### config.mk
export PLATFORM = sky130hd
export DESIGN_NAME = grant_requester_flat
export DESIGN_NICKNAME = d
export VERILOG_FILES = /design/src/rtl/arb_pkg.sv /design/src/rtl/grant_requester_if.sv /design/src/rtl/grant_requester_wdog.sv /design/src/rtl/grant_requester.sv /design/src/flat_wrapper.sv
export SDC_FILE = /design/constraint.sdc
export NUM_CORES = 1
export LEC_CHECK = 0
export BUFFER_PORTS_ARGS = -buffer_cell sky130_fd_sc_hd__clkbuf_2
export CAP_MARGIN = 15
export CORE_MARGIN = 2
export CORE_UTILIZATION = 55
export CTS_CLUSTER_DIAMETER = 40
export CTS_CLUSTER_SIZE = 10
export DETAILED_ROUTE_END_ITERATION = 10
export GPL_ROUTABILITY_DRIVEN = 0
export PLACE_DENSITY = 0.76
export SLEW_MARGIN = 20
export SYNTH_ARGS = -nofsm -noshare
export SYNTH_HDL_FRONTEND = slang
export SYNTH_SLANG_ARGS = --single-unit
export TNS_END_PERCENT = 10
### constraint.sdc
create_clock -name clk -period 2.3 [get_ports clk]
set_input_delay 0.46 -clock clk [delete_from_list [all_inputs] [get_ports clk]]
set_output_delay 0.46 -clock clk [all_outputs]
set_load 0.02 [all_outputs]
### src/rtl/arb_pkg.sv
// Shared definitions for the priority arbiter and its per-line requester agents.
package arb_pkg;

  localparam int NREQ = 3;

  typedef enum logic [1:0] {
    ST_IDLE = 2'd0,
    ST_REQ  = 2'd1,
    ST_OWN  = 2'd2,
    ST_GAP  = 2'd3
  } req_state_t;

  // A zero gap still needs one cycle so the arbiter can see req low.
  function automatic int gap_clamp(input int g);
    return (g < 1) ? 1 : g;
  endfunction

endpackage

### src/rtl/grant_requester_if.sv
// Job intake, arbiter r/g pair and status strobes of one requester agent.
interface grant_requester_if #(
  parameter int LEN_W = 4
);
  logic             job_valid;
  logic [LEN_W-1:0] job_len;
  logic             job_ready;
  logic             req;
  logic             gnt;
  logic             beat;
  logic             done;
  logic             timeout;
  logic             lost;

  modport master (
    input  job_valid, job_len, gnt,
    output job_ready, req, beat, done, timeout, lost
  );

  modport slave (
    output job_valid, job_len, gnt,
    input  job_ready, req, beat, done, timeout, lost
  );
endinterface

### src/rtl/grant_requester_wdog.sv
// Saturating wait counter; tc flags the last ungranted cycle before an abort.
module grant_requester_wdog #(
  parameter int TIMEOUT = 15
) (
  input  logic clk,
  input  logic resetn,
  input  logic load,
  input  logic en,
  output logic tc
);
  localparam int W = (TIMEOUT > 0) ? $clog2(TIMEOUT + 1) : 1;

  logic [W-1:0] cnt_reg;

  always_ff @(posedge clk or negedge resetn) begin
    if (!resetn) begin
      cnt_reg <= '0;
    end else if (load) begin
      cnt_reg <= '0;
    end else if (en && (cnt_reg != '1)) begin
      cnt_reg <= cnt_reg + 1'b1;
    end
  end

  // TIMEOUT of zero disables the watchdog entirely.
  assign tc = (TIMEOUT != 0) && (cnt_reg == W'(TIMEOUT - 1));
endmodule

### src/rtl/grant_requester.sv
// Requester agent: accepts a job, requests the arbiter, issues job_len+1 beats, then idles for a gap.
module grant_requester
  import arb_pkg::*;
#(
  parameter int LEN_W   = 4,
  parameter int GAP     = 1,
  parameter int TIMEOUT = 15
) (
  input logic             clk,
  input logic             resetn,
  grant_requester_if.master bus
);
  localparam int GMAX  = gap_clamp(GAP);
  localparam int GAP_W = (GAP > 0) ? $clog2(GAP + 1) : 1;

  req_state_t       state_reg;
  logic [LEN_W:0]   rem_reg;
  logic [GAP_W-1:0] gap_cnt_reg;
  logic             req_reg;
  logic             done_reg;
  logic             timeout_reg;
  logic             lost_reg;
  logic             accept;
  logic             wd_tc;
  logic             gap_done;
  logic             last_beat;

  assign accept    = (state_reg == ST_IDLE) && bus.job_valid;
  assign gap_done  = (int'(gap_cnt_reg) + 1) >= GMAX;
  assign last_beat = (rem_reg == (LEN_W + 1)'(1));

  grant_requester_wdog #(
    .TIMEOUT(TIMEOUT)
  ) u_wdog (
    .clk   (clk),
    .resetn(resetn),
    .load  (accept),
    .en    ((state_reg == ST_REQ) && !bus.gnt),
    .tc    (wd_tc)
  );

  always_ff @(posedge clk or negedge resetn) begin
    if (!resetn) begin
      state_reg   <= ST_IDLE;
      rem_reg     <= '0;
      gap_cnt_reg <= '0;
      req_reg     <= 1'b0;
      done_reg    <= 1'b0;
      timeout_reg <= 1'b0;
      lost_reg    <= 1'b0;
    end else begin
      done_reg    <= 1'b0;
      timeout_reg <= 1'b0;
      lost_reg    <= 1'b0;
      case (state_reg)
        ST_IDLE: begin
          if (accept) begin
            rem_reg   <= {1'b0, bus.job_len} + 1'b1;
            req_reg   <= 1'b1;
            state_reg <= ST_REQ;
          end
        end
        ST_REQ: begin
          // A grant arriving on the terminal wait cycle beats the watchdog.
          if (bus.gnt) begin
            rem_reg <= rem_reg - 1'b1;
            if (last_beat) begin
              state_reg   <= ST_GAP;
              req_reg     <= 1'b0;
              gap_cnt_reg <= '0;
              done_reg    <= 1'b1;
            end else begin
              state_reg <= ST_OWN;
            end
          end else if (wd_tc) begin
            state_reg   <= ST_GAP;
            req_reg     <= 1'b0;
            gap_cnt_reg <= '0;
            timeout_reg <= 1'b1;
          end
        end
        ST_OWN: begin
          if (bus.gnt) begin
            rem_reg <= rem_reg - 1'b1;
            if (last_beat) begin
              state_reg   <= ST_GAP;
              req_reg     <= 1'b0;
              gap_cnt_reg <= '0;
              done_reg    <= 1'b1;
            end
          end else begin
            state_reg   <= ST_GAP;
            req_reg     <= 1'b0;
            gap_cnt_reg <= '0;
            lost_reg    <= 1'b1;
          end
        end
        ST_GAP: begin
          // Leave only once the arbiter has withdrawn its grant.
          if (gap_done && !bus.gnt) begin
            state_reg <= ST_IDLE;
          end else if (!gap_done) begin
            gap_cnt_reg <= gap_cnt_reg + 1'b1;
          end
        end
        default: state_reg <= ST_IDLE;
      endcase
    end
  end

  assign bus.job_ready = resetn && (state_reg == ST_IDLE);
  assign bus.req       = req_reg;
  assign bus.beat      = bus.gnt && req_reg;
  assign bus.done      = done_reg;
  assign bus.timeout   = timeout_reg;
  assign bus.lost      = lost_reg;
endmodule

### src/flat_wrapper.sv
// flat-port wrapper written by rule: the top's interface ports become plain ports
module grant_requester_flat import arb_pkg::*;
#(
  parameter int LEN_W   = 4,
  parameter int GAP     = 1,
  parameter int TIMEOUT = 15
)
  (clk, resetn, bus_job_valid, bus_job_len, bus_gnt, bus_job_ready, bus_req, bus_beat, bus_done, bus_timeout, bus_lost);
  grant_requester_if #(.LEN_W(LEN_W)) bus_i ();
  input logic clk;
  input logic resetn;
  input wire logic [$bits(bus_i.job_valid)-1:0] bus_job_valid;
  input wire logic [$bits(bus_i.job_len)-1:0] bus_job_len;
  input wire logic [$bits(bus_i.gnt)-1:0] bus_gnt;
  output wire logic [$bits(bus_i.job_ready)-1:0] bus_job_ready;
  output wire logic [$bits(bus_i.req)-1:0] bus_req;
  output wire logic [$bits(bus_i.beat)-1:0] bus_beat;
  output wire logic [$bits(bus_i.done)-1:0] bus_done;
  output wire logic [$bits(bus_i.timeout)-1:0] bus_timeout;
  output wire logic [$bits(bus_i.lost)-1:0] bus_lost;
  assign bus_i.job_valid = bus_job_valid;
  assign bus_i.job_len = bus_job_len;
  assign bus_i.gnt = bus_gnt;
  assign bus_job_ready = bus_i.job_ready;
  assign bus_req = bus_i.req;
  assign bus_beat = bus_i.beat;
  assign bus_done = bus_i.done;
  assign bus_timeout = bus_i.timeout;
  assign bus_lost = bus_i.lost;
  grant_requester #(.LEN_W(LEN_W), .GAP(GAP), .TIMEOUT(TIMEOUT)) u_core (.clk(clk), .resetn(resetn), .bus(bus_i));
endmodule
# Yosys cells after proc, flatten, opt, wreduce, memory -nomap -nowiden
# Cells that the tools add are included.
# op_classes
n_addsub	5
n_lt_le_gt_ge	1
eq_ne	13
mux	33
n_reduce_logical	17
# op_table
cell	count
greater-or-equal comparator 32 x 2 -> 1 bit, second input constant	1
two-way mux 1 bit	19
two-way mux 2 bit	6
two-way mux 5 bit	2
one-hot mux 5 bit (2 select lines)	1
two-way mux 4 bit	2
one-hot mux 2 bit (4 select lines)	1
AND reduction 4 bit	2
logical AND 1 bit	6
!= test 2 x 1 -> 1 bit, second input constant	3
one-hot mux 1 bit (3 select lines)	2
AND reduction 3 bit	2
nonzero test 3 bit	2
adder 4 x 1 -> 5 bit, second input constant	1
== test 5 x 1 -> 1 bit, second input constant	1
subtractor 5 x 1 -> 5 bit, second input constant	1
adder 4 x 1 -> 4 bit, second input constant	1
== test 2 bit, second input constant	2
== test 4 bit, second input constant	1
!= test 2 bit, second input constant	2
!= test 4 bit, second input constant	1
nonzero test 2 bit	2
!= test 3 x 2 -> 1 bit, second input constant	1
!= test 3 bit, second input constant	1
other kinds (6)	6
# totals
reg_bits	16
in_bits	8
output_inout_bits	6
elab_cells	77

# Logic depth before layout (Yosys ltp)
# Gate-level depths: netlist of the first run.
# depth
depth_word	5
mapped_depth	7
depth_no_buf	6

# By module
# Synthesis of the first run repeated with hierarchy kept, for this count alone.
# hier_totals
cells_unflattened	104
area_unflattened_um2	1008.5
# by_module_without_submodules
module	n_inst	cells_each	area_per_inst_um2	seq_area_each_um2
grant_requester	1	81	757.0	275.3
grant_requester_wdog	1	23	251.5	100.1

# Least setup slack after synthesis of the first run
# No wires, ideal clock.
# synth_timing
path_kind	flip-flop to flip-flop
start	reg u_core.state_reg[0]
end	reg u_core.rem_reg[4]
setup_ns	0.126
arrival_ns	1.606
required_time_ns	2.174
slack_ns	0.568
stages_incl_launch_ff	7
path_buffers	1
period_less_slack_ns	1.732
cell_sequence	dfrtp_1 inv_1 ha_1 nand2b_1 a21o_1 buf_2 a221o_1
# synth_via
elab_chain_cells	4
word_cells_on_any_way	10
classes_between	eq/ne: 4; mux: 1; reduce/logical: 5
# synth_lines
item	line	text
from (decl)	grant_requester.sv:16	req_state_t state_reg;
from (signal assigned)	grant_requester.sv:44	state_reg <= ST_IDLE;
from (signal assigned)	grant_requester.sv:60	state_reg <= ST_REQ;
from (signal assigned)	grant_requester.sv:68	state_reg <= ST_GAP;
== test 2 bit (tied with other cells)	grant_requester.sv:55	case (state_reg)
OR reduction 2 bit (no source line) or logical AND 1 bit (tied branches)	--	
!= test 2 x 1 -> 1 bit (no source line) or nonzero test 2 bit (tied branches)	--	
AND reduction 3 bit (no source line)	--	
to (signal assigned)	grant_requester.sv:58	rem_reg <= {1'b0, bus.job_len} + 1'b1;
to (signal assigned)	grant_requester.sv:66	rem_reg <= rem_reg - 1'b1;
to (signal assigned)	grant_requester.sv:84	rem_reg <= rem_reg - 1'b1;
to (decl)	grant_requester.sv:17	logic [LEN_W:0] rem_reg;
# Parallel ways exist; a longest one is shown, timed or not.
# A chain may end at the register's enable or synchronous reset.

# Worst setup path after layout of the first run
# layout_timing
start	reg u_core.state_reg[0]
end	out bus_job_ready
# layout_via
elab_chain_cells	2
# layout_lines
item	line	text
zero test 2 bit	grant_requester.sv:111	assign bus.job_ready = resetn && (state_reg == ST_IDLE);
logical AND 1 bit	grant_requester.sv:111	
to (decl)	flat_wrapper.sv:15	output wire logic [$bits(bus_i.job_ready)-1:0] bus_job_ready;
# No other way between the ends.

==> results of run 1 <==
-- kinds of logic after synthesis --
kind of cell | after synthesis | synth area share, %
AO/OA/AOI/OAI | 25 | 18.0
flip-flops | 15 | 38.3
buffers and inverters | 11 | 5.23
adder cells (fa/ha/maj) | 10 | 12.8
XOR/XNOR | 5 | 4.47
AND/OR/NAND/NOR | 30 | 17.7
multiplexers | 3 | 3.57
-- power by group through the flow --
stage | combinational (mW) | sequential, mW | clock (mW)
2_1_floorplan | 0.645 | 0.476 | 0
5_1_grt | 0.911 | 0.501 | 0.169
3_3_place_gp | 0.778 | 0.477 | 0
4_1_cts | 0.820 | 0.481 | 0.156
3_5_place_dp | 0.813 | 0.485 | 0
6_report | 0.810 | 0.483 | 0.153
-- placed cells by master, fill, tap and decap left out, types with 2 or more instances in the layout --
cell type,Yosys,routed
ha_1,10,10
mux2i_1,2,2
nand3_1,5,5
dfrtp_1,15,15
inv_1,8,8
nand2b_1,2,2
nand2_1,7,7
o21ai_0,2,2
a31oi_1,3,3
nor2b_1,2,2
nand3_2,2,2
clkbuf_2,0,13
and2_1,2,2
a21oi_1,8,8
xnor2_1,3,3
xor2_1,2,2
buf_4,0,2
clkbuf_4,0,3
nor2_1,4,4
o22a_1,2,2
-- final timing paths --
check | depth (start not counted) | slack (ns) | startpoint | to
setup / recovery | 4 | 0.28 | u_core.state_reg[0] | bus_job_ready
hold / removal | 2 | 0.10 | resetn | u_core.bus.done
setup reg to reg | 6 | 0.34 | u_core.state_reg[0] | u_core.rem_reg[4]
hold reg to reg | 2 | 0.56 | u_core.bus.req | u_core.bus.req
max in group asynchronous | 2 | 2.02 | resetn | u_core.rem_reg[1]
min in group clk | 2 | 0.44 | bus_job_valid | u_core.u_wdog.cnt_reg[3]
-- layout make-up --
type | instances | area [um^2] | share of cell area, %
timing repair buffer | 15 | 80.1 | 7.29
multi-input combinational | 73 | 554 | 50.5
tap | 25 | 31.3 | 2.85
clock buffer | 3 | 22.5 | 2.05
sequential | 15 | 375 | 34.2
inverter | 8 | 30.0 | 2.73
clock inverter | 1 | 5.00 | 0.456
-- metrics by stage --
stage          hold WS, ns  worst slack [ns]  cell area (um^2)  utilization (%)  std cells
2_1_floorplan        0.164             0.568               981                -         99
3_3_place_gp         0.425             0.455              1070             62.7        136
3_5_place_dp         0.424             0.339              1070             62.7        136
4_1_cts              0.108             0.265              1100             64.3        140
5_1_grt              0.115             0.192              1100             64.3        140
6_report             0.101             0.278              1100             64.3        140
-- critical path, cell delays in order, from the launching register on --
cell and delay [ns]:
dfrtp_1 0.41, inv_1 0.16, ha_1 0.34, and2_1 0.20, clkbuf_2 0.17
-- per-layer routing --
layer	up-vias	global-route usage (%)	wire length [um]
met5	-	0	0
met4	0	6.86	12
met2	19	32.8	903
met1	373	24.3	835
li1	387	-	-
met3	2	3.53	77
==> metrics.md, run 1 <==
| Metric | Value |
|---|---|
| Comb power frac | `56.0%` |
| Yosys top cell by area | `dfrtp_1` |
| Crit Path Class | `flop to output pin` |
| Avg WL per Cell | `13.1 um` |
| Syn Nets | `117` |
| Total power | `1.45 mW` |
| Layout cell share with drive strength beyond 1 | `23.5%` |
| Top cells by count, synth | `15 x dfrtp_1, 10 x ha_1, 8 x a21oi_1, 8 x inv_1, 7 x nand2_1` |
| CP Launch Type | `flop` |
| # port buffers | `13` |
| Sequential power share | `33.4%` |
| Synthesis-to-finish area growth | `12.0%` |
| Post-synth ARST share | `100%` |
| Sw Share | `44.0%` |
| LEAKAGE | `0.532 nW` |
| Post-synth top area share | `38.3%` |
| Vias per Instance | `5.58` |
| Crit end category | `output pin` |
| Max reg flops | `5` |
| FMAX | `0.495 GHz` |
| Netlist Area Pre-Place | `981 um^2` |
| Chip width | `46.2 um` |
| Filler cells | `148` |
| Via count | `781` |
| First-pass GRT wire length | `2960 um` |
| Clk_lat worst skew | `0.29 ns` |
| Clock power share | `10.6%` |
| Setup TNS | `0 ns` |
| Warnings from Yosys | `0` |
| Grt total ovfl | `0` |
| Hold_buf cts | `0` |
| Post-CTS Setup Inserts | `0` |
| Inserted Clock Buffers | `3` |
| Gr usage total | `19.3%` |
| Clock transition at path regs | `0.09 ns` |
| DR DRC count | `0` |
| Core area | `1710 um^2` |
| Peak VDD IR | `0.866 mV` |
| Main synth FF type | `dfrtp_1` |
| CP Data Required Time | `1.84 ns` |
| Final nets | `134` |
| CP max FO | `8` |
| Syn Area/Cell | `9.91 um^2` |
| RSZ-0062 raised after global routing | `no` |
| Drt pass-1 iters | `4` |
| Final ANT Viol Nets | `0` |
| Power Dens Cells | `1320 nW/um^2` |
| Die area | `2140 um^2` |
| Vias in the first global route | `720` |
| Post-synth EDFFs | `0` |
| Min cycle time layout | `2.02 ns` |
| Ant diodes | `0` |
| Cts repair resizes | `0` |
| Post-DP HPWL | `1400 um` |
| H-tree depth | `1` |
| Max Root-Sink Buffers | `2` |
| Register area share after synthesis | `38.3%` |
| Final-report hold violation count | `0` |
| Tcrit/Tclk final | `87.9%` |
| Worst-case clock skew | `0.00622 ns` |
| Synthesis-stage register bit count | `15` |
| Synth unique cells | `37` |
| Initial DRC count | `19` |
| Total Wirelength | `1830 um` |
| Initial antenna violation count | `0` |
| Max cap viols | `0` |
| Pin count of the biggest net entering global routing | `16` |
| CTS Sinks | `15` |
| Top cells by area, synth | `dfrtp_1 38%, ha_1 13%, a21oi_1 4.1%` |
| Fin. max-slew vios | `0` |
| Internal power | `810 uW` |
| Initial Util | `57.4%` |
| CP Data Arrival Time | `1.56 ns` |
| Die Height | `46.2 um` |
| Number of cell rows | `15` |
| Status | `completed` |
| CTS tree | `built` |
| Final setup viols | `0` |
| Synth Instances | `99` |
| Actual slew at the worst max-slew pin | `0.332 ns` |
| Top-count cell post-synth | `dfrtp_1` |
| Relative slew margins | `77.6%` |
| Worst min-delay path class | `input pin to async pin` |
| P_sw | `636 uW` |
| CTS Root Cell | `clkbuf_4` |
| Num ports | `14` |
(Power assumes the default switching activity.)
==> inputs of run 2 (changes only) <==
- PLACE_DENSITY: 0.76 -> 0.77
- RECOVER_POWER: not set -> 100
==> run 2 against run 1 <==
  * Critical path depth is the same
  * Power shrank 1.5%
  * Design area shrank 2.3%
  * Non-clock buffer count is the same
==> metrics.md, run 2 (synthesis results as in run 1) <==
| Metric | Value |
|---|---|
| Status | `completed` |
| Relative slew margins | `46.2%` |
| Initial antenna violation count | `0` |
| Final-report hold violation count | `0` |
| Setup TNS | `0 ns` |
| Final setup viols | `0` |
| Worst-case clock skew | `0.0129 ns` |
| Total Wirelength | `1820 um` |
| Internal power | `796 uW` |
| Via count | `769` |
| Clock transition at path regs | `0.10 ns` |
| Drt pass-1 iters | `4` |
| Max Root-Sink Buffers | `2` |
| RSZ-0062 raised after global routing | `no` |
| Ant diodes | `0` |
| Crit end category | `output pin` |
| Peak VDD IR | `0.689 mV` |
| Final nets | `134` |
| CP Data Required Time | `1.84 ns` |
| Pin count of the biggest net entering global routing | `16` |
| Synthesis-to-finish area growth | `9.44%` |
| Tcrit/Tclk final | `86.7%` |
| Post-CTS Setup Inserts | `0` |
| Family with the most delay on the worst path | `flip-flops` |
| Most common cell after layout, fill and taps aside | `dfrtp_1` |
| Min cycle time layout | `1.99 ns` |
| CTS Sinks | `15` |
| Core area | `1710 um^2` |
| Number of cell rows | `15` |
| Gr usage total | `19.9%` |
| Crit path buffers/inverters | `2` |
| LEAKAGE | `0.501 nW` |
| CP peak stage delay | `0.41 ns` |
| Inserted Clock Buffers | `3` |
| Final core utilization | `62.9%` |
| FMAX | `0.501 GHz` |
| Chip width | `46.2 um` |
| Hold_buf cts | `0` |
| Cts repair resizes | `0` |
| CTS tree | `built` |
| Final ANT Viol Nets | `0` |
| Worst hold slack | `0.353 ns` |
| Placed Area | `1070 um^2` |
| Vias per Instance | `5.49` |
| Sw Share | `44.1%` |
| DR DRC count | `0` |
| CTS Root Cell | `clkbuf_4` |
| Comb power frac | `55.5%` |
| Slowest cell on the critical path | `dfrtp_1` |
| Grt total ovfl | `0` |
| CP Launch Type | `flop` |
| Clk_lat worst skew | `0.29 ns` |
| Actual slew at the worst max-slew pin | `0.807 ns` |
| Total power | `1.42 mW` |
| Post-DP HPWL | `1430 um` |
| First-pass GRT wire length | `2980 um` |
| P_sw | `628 uW` |
| Sequential power share | `33.6%` |
| Die Height | `46.2 um` |
| Avg WL per Cell | `13.0 um` |
| CP max FO | `8` |
| Num ports | `14` |
| H-tree depth | `1` |
| Max cap viols | `0` |
| Max reg flops | `5` |
| Power Dens Cells | `1330 nW/um^2` |
| Initial Util | `57.4%` |
| Clock power share | `10.9%` |
| CP Data Arrival Time | `1.53 ns` |
| Worst min-delay path class | `input pin to async pin` |
| Initial DRC count | `12` |
| # port buffers | `13` |
| Final Cell Area | `1070 um^2` |
| Cell chain of the critical path | `inv_1 > ha_1 > and2_0 > clkbuf_2` |
| Layout cell share with drive strength beyond 1 | `14.8%` |
| Most frequent cells in the layout | `15 x dfrtp_1, 10 x ha_1, 8 x inv_1, 8 x a21oi_1` |
| Crit Path Class | `flop to output pin` |
| Die area | `2140 um^2` |
| Vias in the first global route | `724` |
| Fin. max-slew vios | `0` |
-- run 2: per-stage QoR --
step                std cells  setup WS [ns]
global placement          136          0.462
detailed placement        136          0.397
CTS                       140          0.332
floorplan                  99          0.568
finish                    140          0.305
global route              140          0.180
-- run 2: area by class of cell --
type / instances / area [um^2]
Clock inverter: 1 / 5.00
Tap cell: 25 / 31.3
Timing Repair Buffer: 15 / 68.8
Clock buffer: 3 / 22.5
Fill cell: 153 / 634
Inverter: 8 / 30.0
Sequential cell: 15 / 375
Multi-Input combinational cell: 73 / 541
-- run 2: worst paths after layout --
| path | from | cells after the start | endpoint | slack (ns) |
|---|---|---|---|---|
| setup reg to reg | u_core.state_reg[0] | 6 | u_core.rem_reg[4] | 0.36 |
| hold / removal | resetn | 2 | u_core.bus.done | 0.35 |
| min in group clk | bus_job_valid | 2 | u_core.u_wdog.cnt_reg[3] | 0.42 |
| hold reg to reg | u_core.bus.req | 2 | u_core.bus.req | 0.58 |
| setup / recovery | u_core.state_reg[0] | 4 | bus_job_ready | 0.31 |
| max in group asynchronous | resetn | 2 | u_core.state_reg[1] | 1.44 |
-- run 2: power groups by stage --
stage / registers, mW / logic, mW / clock network (mW)
detailed placement: 0.485 / 0.813 / 0
CTS: 0.479 / 0.820 / 0.158
global route: 0.496 / 0.895 / 0.174
finish: 0.478 / 0.791 / 0.155
floorplan: 0.476 / 0.645 / 0
global placement: 0.476 / 0.779 / 0
-- run 2: routing by layer --
layer  vias to the layer above  track usage, %  wire, um
met3                         4            5.10        87
li1                        386               -         -
met5                         -               0         0
met2                        23            31.9       910
met4                         0            9.71        29
met1                       356            24.4       790
==> inputs of run 3 (changes only) <==
- CORE_ASPECT_RATIO: not set -> 1.4
- CORE_UTILIZATION: 55 -> 25
- PLACE_DENSITY: 0.77 -> not set
==> run 3 against run 2 <==
  * Power rose by 4.1%
  * Via count grew 1.7%
  * Sequential share of layout area decreased by 1.4 points
  * Critical path depth increased by 1
  * Highest routed layer unchanged
  * Clock power is 33% higher
  * Routed wire length rose by 6.9%
  * Sequential cell count stayed put
  * Clock skew down 0.0092 ns
  * Worst hold slack better by 0.086 ns
  * Global-route usage fell by 9.7 points
==> metrics.md, run 3 (synthesis results as in run 1) <==
| Metric | Value |
|---|---|
| Status | `completed` |
| CTS Root Cell | `clkbuf_8` |
| Fin. max-slew vios | `0` |
| Internal power | `863 uW` |
| Sw Share | `41.8%` |
| Synthesis-to-finish area growth | `14.0%` |
| Actual slew at the worst max-slew pin | `0.855 ns` |
| Avg WL per Cell | `12.3 um` |
| Hold_buf cts | `0` |
| Post-CTS Setup Inserts | `0` |
| Vias per Instance | `4.95` |
| Min cycle time layout | `1.94 ns` |
| Most common cell after layout, fill and taps aside | `dfrtp_1` |
| Drt pass-1 iters | `4` |
| Ant diodes | `0` |
| Sequential power share | `32.2%` |
| Worst min-delay path class | `input pin to async pin` |
| Crit Path Class | `flop to output pin` |
| Gr usage total | `10.2%` |
| Initial DRC count | `21` |
| Crit path buffers/inverters | `3` |
| Final worst slack | `0.356 ns` |
| Max cap viols | `0` |
| Slowest cell on the critical path | `dfrtp_1` |
| Final nets | `135` |
| Tcrit/Tclk final | `84.5%` |
| Pin count of the biggest net entering global routing | `16` |
| Final ANT Viol Nets | `0` |
| FMAX | `0.514 GHz` |
| Number of cell rows | `26` |
| First-pass GRT wire length | `3610 um` |
| Final setup viols | `0` |
| Crit end category | `output pin` |
| Power Dens Cells | `1330 nW/um^2` |
| Setup TNS | `0 ns` |
| CP Data Arrival Time | `1.48 ns` |
| Vias in the first global route | `843` |
| Clk_lat worst skew | `0.24 ns` |
| Peak VDD IR | `0.515 mV` |
| RSZ-0062 raised after global routing | `no` |
| Final-report hold violation count | `0` |
| Post-DP HPWL | `1560 um` |
| Pre-CTS WS | `0.452 ns` |
| Core area | `3710 um^2` |
| CTS Sinks | `15` |
| Initial antenna violation count | `0` |
| Num ports | `14` |
| H-tree depth | `1` |
| Max Root-Sink Buffers | `2` |
| Via count | `782` |
| CP peak stage delay | `0.43 ns` |
| # port buffers | `13` |
| P_sw | `620 uW` |
| Total Wirelength | `1940 um` |
| Cell chain of the critical path | `inv_1 > ha_1 > buf_4 > and2_1 > clkbuf_1` |
| Max reg flops | `5` |
| Chip width | `56.9 um` |
| CP max FO | `7` |
| Die Height | `78.1 um` |
| Most frequent cells in the layout | `15 x dfrtp_1, 10 x ha_1, 9 x clkbuf_1, 8 x inv_1, 8 x a21oi_1` |
| Initial Util | `26.5%` |
| Clock power share | `13.9%` |
| CP Launch Type | `flop` |
| Worst-case clock skew | `0.00365 ns` |
| Family with the most delay on the worst path | `buffers and inverters` |
| Grt total ovfl | `0` |
| Cts repair resizes | `0` |
| Comb power frac | `54.0%` |
| Relative slew margins | `43.0%` |
| DR DRC count | `0` |
| CP Data Required Time | `1.84 ns` |
| Filler cells | `404` |
| Inserted Clock Buffers | `3` |
| R2R setup slack | `0.41 ns` |
| Layout cell share with drive strength beyond 1 | `13.8%` |
| LEAKAGE | `0.509 nW` |
| CTS tree | `built` |
| Clock transition at path regs | `0.06 ns` |
| Die area | `4450 um^2` |
==> run 3: area by class of cell <==
cell class,instances,area (um^2),area share (%)
well taps,42,52.6,4.70
repair buffers,16,75.1,6.71
clock buffers,4,45.0,4.03
inverters,8,30.0,2.68
multi-input cells,73,541,48.3
flip-flops and latches,15,375,33.6
==> run 3: worst paths after layout <==
path,start,end,cells after the start
setup / recovery,u_core.state_reg[1],bus_job_ready,5
hold / removal,resetn,u_core.bus.done,2
setup reg to reg,u_core.state_reg[1],u_core.rem_reg[4],6
hold reg to reg,u_core.bus.req,u_core.bus.req,2
max in group asynchronous,resetn,u_core.bus.timeout,2
min in group clk,bus_job_valid,u_core.u_wdog.cnt_reg[3],2
==> run 3: power groups by stage <==
stage / logic, mW / clock network [mW] / registers [mW]
6_report: 0.800 / 0.206 / 0.477
5_1_grt: 0.913 / 0.229 / 0.499
4_1_cts: 0.827 / 0.215 / 0.480
3_5_place_dp: 0.823 / 0 / 0.484
3_3_place_gp: 0.785 / 0 / 0.475
2_1_floorplan: 0.645 / 0 / 0.476
==> run 3: worst register-to-register path: cells and delay by family, from the launching register on <==
kind                       cells  cell delay, ns
and+or+nand+nor                1            0.13
DFF                            1            0.42
AOI/OAI and AO/OA              3            0.76
adders and majority gates      1            0.36
buffers and inverters          1            0.11
==> run 3: per-layer routing <==
| layer | wire, um | track usage [%] | part of all wire [%] | vias to the layer above |
|---|---|---|---|---|
| met1 | 782 | 11.3 | 40 | 374 |
| met4 | 27 | 4.88 | 1.4 | 0 |
| met3 | 58 | 1.48 | 3.0 | 4 |
| met5 | 0 | 0 | 0 | - |
| met2 | 1070 | 18.5 | 55 | 16 |
| li1 | - | - | - | 388 |
==> run 3: through the flow <==
stage	std cells	hold slack, ns	util [%]	power [mW]	cell area, um^2
finish	158	0.439	30.2	1.48	1120
global route	158	0.502	30.2	1.64	1120
CTS	158	0.183	30.9	1.52	1140
detailed placement	154	0.445	29.7	1.31	1100
global placement	154	0.440	29.7	1.26	1100
floorplan	99	0.164	-	1.12	981
